## src/rtl/cpu_types_pkg.sv

```systemverilog
//------------------------------------------------------------------------------
// Module   : cpu_types_pkg
// Purpose  : Shared types and constants for the MIPS pipeline:
//            - 32-bit word type
//            - fetch-stage state encoding
//            - PC increment
//            - word-alignment helper
// Revision : 1.0 - initial release
//------------------------------------------------------------------------------
`default_nettype none

package cpu_types_pkg;

  typedef logic [31:0] word_t;

  typedef enum logic [1:0] {
    FETCH  = 2'd0,
    HOLD   = 2'd1,
    HALTED = 2'd2
  } fetch_state_t;

  localparam word_t PC_INCR = 32'd4;

  // Instruction addresses are always word aligned; the low two bits of a
  // jump/branch target are dropped.
  function automatic word_t word_align(input word_t addr);
    return addr & 32'hFFFF_FFFC;
  endfunction

endpackage

`default_nettype wire

```

## src/rtl/fetch_pc_reg.sv

```systemverilog
//------------------------------------------------------------------------------
// Module   : fetch_pc_reg
// Purpose  : Program counter with its priority next-PC selection and the
//            +4 incrementer.
//            Selection priority (highest first): freeze, redirect, advance.
// Ports    : CLK, RST (async, active-high)
//            freeze      - hold the PC (halt / halted)
//            redirect    - load the aligned redirect_pc
//            redirect_pc - branch/jump target
//            advance     - step the PC by 4 (a fetch completed)
//            pc          - current PC
//            pc_plus4    - PC + 4, modulo 2^32
// Revision : 1.0 - initial release
//------------------------------------------------------------------------------
`default_nettype none

module fetch_pc_reg
  import cpu_types_pkg::*;
#(
  parameter logic [31:0] PC0 = 32'h0000_0000
) (
  input  logic        CLK,
  input  logic        RST,
  input  logic        freeze,
  input  logic        redirect,
  input  logic [31:0] redirect_pc,
  input  logic        advance,
  output logic [31:0] pc,
  output logic [31:0] pc_plus4
);

  word_t pc_next;

  // Plain 32-bit add: 0xFFFFFFFC wraps to 0.
  assign pc_plus4 = pc + PC_INCR;

  always_comb begin
    pc_next = pc;
    if (freeze) begin
      pc_next = pc;
    end else if (redirect) begin
      pc_next = word_align(redirect_pc);
    end else if (advance) begin
      pc_next = pc_plus4;
    end
  end

  always_ff @(posedge CLK or posedge RST) begin
    if (RST) begin
      pc <= PC0;
    end else begin
      pc <= pc_next;
    end
  end

endmodule

`default_nettype wire

```

## src/rtl/fetch_unit.sv

```systemverilog
//------------------------------------------------------------------------------
// Module   : fetch_unit
// Purpose  : Instruction-fetch stage feeding the IF/ID register.
//            - Owns the PC and issues imem read requests.
//            - Honours halt, redirect, flush and stall, in that priority.
//            - A word returned while IF/ID is stalled is parked in a
//              one-entry buffer (HOLD state) and delivered when the stall
//              drops.
// Ports    : CLK, RST (async, active-high)
//            imem side  : ihit, imemload, imemREN, imemaddr
//            control    : stall, flush, redirect, redirect_pc, halt
//            IF/ID side : instr_out, npc_out, instr_valid
// Macro    : FETCH_PERF_EN adds fetch_count / stall_count outputs.
// Revision : 1.0 - initial release
//------------------------------------------------------------------------------
`default_nettype none

module fetch_unit
  import cpu_types_pkg::*;
#(
  parameter logic [31:0] PC0 = 32'h0000_0000
) (
  input  logic        CLK,
  input  logic        RST,
  input  logic        ihit,
  input  logic [31:0] imemload,
  output logic        imemREN,
  output logic [31:0] imemaddr,
  input  logic        stall,
  input  logic        flush,
  input  logic        redirect,
  input  logic [31:0] redirect_pc,
  input  logic        halt,
  output logic [31:0] instr_out,
  output logic [31:0] npc_out,
  output logic        instr_valid
`ifdef FETCH_PERF_EN
  ,
  output logic [31:0] fetch_count,
  output logic [31:0] stall_count
`endif
);

  fetch_state_t state, state_d;
  word_t        pc, pc_plus4;
  word_t        buf_instr, buf_instr_d;
  word_t        buf_npc, buf_npc_d;
  word_t        instr_d, npc_d;
  logic         valid_d;
  logic         pc_freeze;
  logic         pc_advance;

  // Once halt is seen the PC never moves again until reset.
  assign pc_freeze  = halt || (state == HALTED);
  // A completed fetch always consumes its address, even when the word is
  // dropped by a flush or parked by a stall; redirect outranks it inside
  // the PC register.
  assign pc_advance = (state == FETCH) && ihit;

  fetch_pc_reg #(
    .PC0 (PC0)
  ) u_pc_reg (
    .CLK         (CLK),
    .RST         (RST),
    .freeze      (pc_freeze),
    .redirect    (redirect),
    .redirect_pc (redirect_pc),
    .advance     (pc_advance),
    .pc          (pc),
    .pc_plus4    (pc_plus4)
  );

  assign imemaddr = pc;
  assign imemREN  = (state == FETCH) && !RST;

  always_comb begin
    state_d     = state;
    instr_d     = instr_out;
    npc_d       = npc_out;
    valid_d     = instr_valid;
    buf_instr_d = buf_instr;
    buf_npc_d   = buf_npc;

    if (halt || (state == HALTED)) begin
      state_d     = HALTED;
      valid_d     = 1'b0;
      buf_instr_d = '0;
      buf_npc_d   = '0;
    end else if (redirect || flush) begin
      state_d     = FETCH;
      valid_d     = 1'b0;
      buf_instr_d = '0;
      buf_npc_d   = '0;
    end else begin
      case (state)
        FETCH: begin
          if (ihit && stall) begin
            buf_instr_d = imemload;
            buf_npc_d   = pc_plus4;
            state_d     = HOLD;
          end else if (ihit) begin
            instr_d = imemload;
            npc_d   = pc_plus4;
            valid_d = 1'b1;
          end else if (!stall) begin
            valid_d = 1'b0;
          end
        end
        HOLD: begin
          if (!stall) begin
            instr_d = buf_instr;
            npc_d   = buf_npc;
            valid_d = 1'b1;
            state_d = FETCH;
          end
        end
        default: begin
          state_d = HALTED;
        end
      endcase
    end
  end

  always_ff @(posedge CLK or posedge RST) begin
    if (RST) begin
      state       <= FETCH;
      instr_out   <= '0;
      npc_out     <= '0;
      instr_valid <= 1'b0;
      buf_instr   <= '0;
      buf_npc     <= '0;
    end else begin
      state       <= state_d;
      instr_out   <= instr_d;
      npc_out     <= npc_d;
      instr_valid <= valid_d;
      buf_instr   <= buf_instr_d;
      buf_npc     <= buf_npc_d;
    end
  end

`ifdef FETCH_PERF_EN
  logic deliver;

  // A delivery happens only on the two paths that write instr_valid to 1;
  // a valid bit merely held through a stall is not counted again.
  assign deliver = !halt && (state != HALTED) && !redirect && !flush && !stall &&
                   (((state == FETCH) && ihit) || (state == HOLD));

  always_ff @(posedge CLK or posedge RST) begin
    if (RST) begin
      fetch_count <= '0;
      stall_count <= '0;
    end else begin
      if (deliver) begin
        fetch_count <= fetch_count + 32'd1;
      end
      if (stall && (state != HALTED)) begin
        stall_count <= stall_count + 32'd1;
      end
    end
  end
`endif

endmodule

`default_nettype wire
```

## config.mk

```make
export PLATFORM = sky130hd
export DESIGN_NAME = fetch_unit
export DESIGN_NICKNAME = d
export VERILOG_FILES = /design/src/rtl/cpu_types_pkg.sv /design/src/rtl/fetch_pc_reg.sv /design/src/rtl/fetch_unit.sv
export SDC_FILE = /design/constraint.sdc
export NUM_CORES = 1
export LEC_CHECK = 0
export BUFFER_PORTS_ARGS = -buffer_cell sky130_fd_sc_hd__buf_2
export CORE_UTILIZATION = 59
export DETAILED_ROUTE_END_ITERATION = 7
export HOLD_SLACK_MARGIN = 0.1
export PLACE_DENSITY = 0.86
export SETUP_SLACK_MARGIN = 0.15
export SYNTH_ARGS = -nofsm -noshare
export SYNTH_HDL_FRONTEND = slang
export SYNTH_SLANG_ARGS = --single-unit
export TNS_END_PERCENT = 5
```

## constraint.sdc

```tcl
create_clock -name CLK -period 11.3 [get_ports CLK]
set_input_delay 2.26 -clock CLK [delete_from_list [all_inputs] [get_ports CLK]]
set_output_delay 2.26 -clock CLK [all_outputs]
set_load 0.05 [all_outputs]
```

==> impl_metrics.yaml <==
placement:
  dp_hpwl_um: 13000
  placedCellCount: 1117
  io_buffer_count: 164
  gp_congestion: 0.866
  place_ws_ns: 5.93
clock_network:
  postCtsSetupRepairBufs: 0
  cts_root_buf: "clkbuf_16"
  cts_resized: 0
  cts_tree: "done"
  cts_hold_buf: 0
  cts_buffer_depth: 2
  cts_buffers: 17
  clock-sinks: 159
  cts.clk_slew.worst_paths_ns: 0.06
  h-tree-depth: 4
  clkLatencyLatePin_ns: 0.43
worst_setup_path:
  rr_worst_depth: 5
  r2r_slack_ns: 8.71
  worstPathRequired_ns: 9.04
  critical_path.endpoint_type: "output port"
  crit_type: "input port to output port"
  cp_num_buf_inv: 2
  crit_path_top_delay_cell: "buf_2"
  crit_end: "imemREN"
  cpPeakStageDelay_ns: 0.30
  r2r_end: "buf_npc[23]"
  cpLargestDelayFamily: "buffers and inverters"
  cp-startpoint: "RST"
  cp_common_cell: "buf_2"
  crit_path_start_kind: "input port"
  r2r-start: "u_pc_reg.pc[4]"
  critPathArrivalTime_ns: 2.82
  crit_fanout: 2
  crit_cells: 3
  crit_chain: "buf_2 -> nor3_1 -> buf_2"
layout:
  stdcell_count: 1149
  drive_above_1_share: 0.225
  fill_cells: 979
  areaGrowthSynthToFinish_pct: 17.9
  antenna_cells: 0
  final_common_cell: "buf_2"
  fin_nets: 1036
  final_cell_mix: "buf_2, dfrtp_1, nand2_1"
sta:
  rsz0062_at_grt: "no"
  skew_ns: 0.00852
  period_needed_ns: 5.08
  slew_headroom: 0.279
  setup-violations-final: 0
  drv_slew: 0
  fin_ws_ns: 6.22
  setup-tns-final_ns: 0
  tightest_slew_ns: 1.08
  finalHoldViolCount: 0
  fmax_mhz: 197
  fin_hold_ws_ns: 0.474
  finalCritPeriodShare: 0.450
grt:
  grt_usage: 0.319
  grt_pass1_vias: 6537
  grt_max_degree: 105
  grt_antenna_before_repair: 0
  grt-ovfl-total: 0
  grt_pass1_wl_um: 33100
drt:
  viasPerCell: 6.16
  route.detailed.drc: 0
  postRouteAntennaNets: 0
  wl_um: 20700
  num_vias: 7083
  wire_per_inst_um: 18.0
  dr.pass1.iters: 5
  drtIter0Drc: 774
die:
  start_util: 0.610
  placementRows: 41
  coreArea_um2: 12700
  die-area_um2: 13600
  ios: 169
  fp.dieW_um: 117
  die_y_um: 117
pwr:
  combPwrFrac: 0.108
  switching_share: 0.279
  p_seq_frac: 0.461
  p_per_area_nw_per_um2: 143
  intPower_mw: 0.946
  peakVddDrop_v: 0.000105
  power_leakage_nw: 4.45
  switching_power_mw: 0.365
  clockPowerShare: 0.431
synthesis:
  yosysWarnings: 0
  async_reset_ff_frac: 1.00
  seq_area_frac_synth: 0.512
  ys_ff_latch: 159
  syn_avg_cell_area_um2: 9.17
  ys.flop_type: "dfrtp_1"
  yosys.area.top_type: "dfrtp_1"
  synth_edf_count: 0
  synthCells: 847
  netlist_area_um2: 7770
  synth_cell_types: 60
  yosysTopAreaCellShare: 0.512
  yosys-top-cells-area: "dfrtp_1, nand2_1, a22o_1"
worst_hold_path:
  min_path_cells: 2
  hold_class: "flop to flop"
run:
  cap_violations: 0
run_status:
  status: "finished clean"
-- final cells by class --
class | count | area [um2] | area share
inverter | 9 | 38.8 | 0.00424
sequential | 159 | 3980 | 0.435
timing repair buffer | 172 | 881 | 0.0962
tap | 172 | 215 | 0.0235
clock inverter | 13 | 141 | 0.0154
multi-input combinational | 605 | 3470 | 0.379
clock buffer | 19 | 433 | 0.0473
-- routing by layer --
metal	track usage	wire length, um	vias up
met1	0.423	8620	3421
met5	0	0	-
met2	0.516	10000	343
li1	-	-	3271
met3	0.0794	1660	48
met4	0.107	432	0
-- per-stage QoR --
stage / total power [mW] / util / area (um2)
3_5_place_dp: 0.756 / 0.675 / 8580
2_1_floorplan: 0.710 / - / 7770
3_3_place_gp: 0.753 / 0.675 / 8580
4_1_cts: 1.31 / 0.720 / 9160
5_1_grt: 1.35 / 0.720 / 9160
6_report: 1.31 / 0.720 / 9160
-- worst register-to-register path: stages (launching register included) --
cell      delay [ns]
dfrtp_1         0.52
nand4_2         0.30
nor3_1          0.94
a21boi_1        0.25
or2_1           0.28
a22o_1          0.19
-- logic make-up (layout without fill, tap and decap cells) --
kind of cell               after synthesis  in the layout  share of synthesized area
and+or+nand+nor                        335            335                      0.203
AOI/OAI and AO/OA                      240            240                      0.204
DFF                                    159            159                      0.512
buffers and inverters                   84            213                     0.0466
xor gates and xnor gates                19             19                     0.0214
muxes                                    8              8                     0.0105
adders and majority gates                1              1                    0.00161
other                                    1              2                   0.000483
-- cell usage after synthesis (all sizes together), types with 2 or more instances --
library cell and instances:
a211o 2, a211oi 3, a21o 5, a21oi 30, a22o 44, a22oi 10, a311o 2, a31oi 42
a41oi 2, and3 15, and4 3, buf 27, clkbuf 48, dfrtp 159, inv 8, mux2i 7
nand2 131, nand2b 4, nand3 33, nand4 10, nand4b 2, nor2 81, nor2b 2, nor3 21
nor4 17, o211ai 2, o21a 2, o21ai 74, o22a 2, o22ai 5, o2bb2ai 2, o31a 3
o31ai 4, or2 6, or3 5, or4 3, xnor2 8, xor2 11
-- state kept, by name, summed over array words and instances (netlist names) --
name,count
buf_instr,32
instr_out,32
buf_npc,31
npc_out,31
u_pc_reg.pc,30
state,2
instr_valid,1
-- worst min-delay path by stage --
stage	to	start	slack [ns]
after floorplan	buf_npc[11]	buf_npc[11]	0.44
after global placement	buf_npc[30]	buf_npc[30]	0.45
after detailed placement	buf_npc[20]	buf_npc[20]	0.47
after CTS	buf_npc[11]	buf_npc[11]	0.48
after global routing	npc_out[4]	npc_out[4]	0.50
final	buf_npc[11]	buf_npc[11]	0.47
-- power groups by stage --
stage                     clock network (mW)  logic, mW  registers, mW
after global placement                     0      0.140          0.613
after floorplan                            0     0.0507          0.659
after global routing                   0.593      0.153          0.607
final                                  0.565      0.142          0.605
after CTS                              0.568      0.142          0.604
after detailed placement                   0      0.141          0.614
Power figures use the tool's default switching activity.
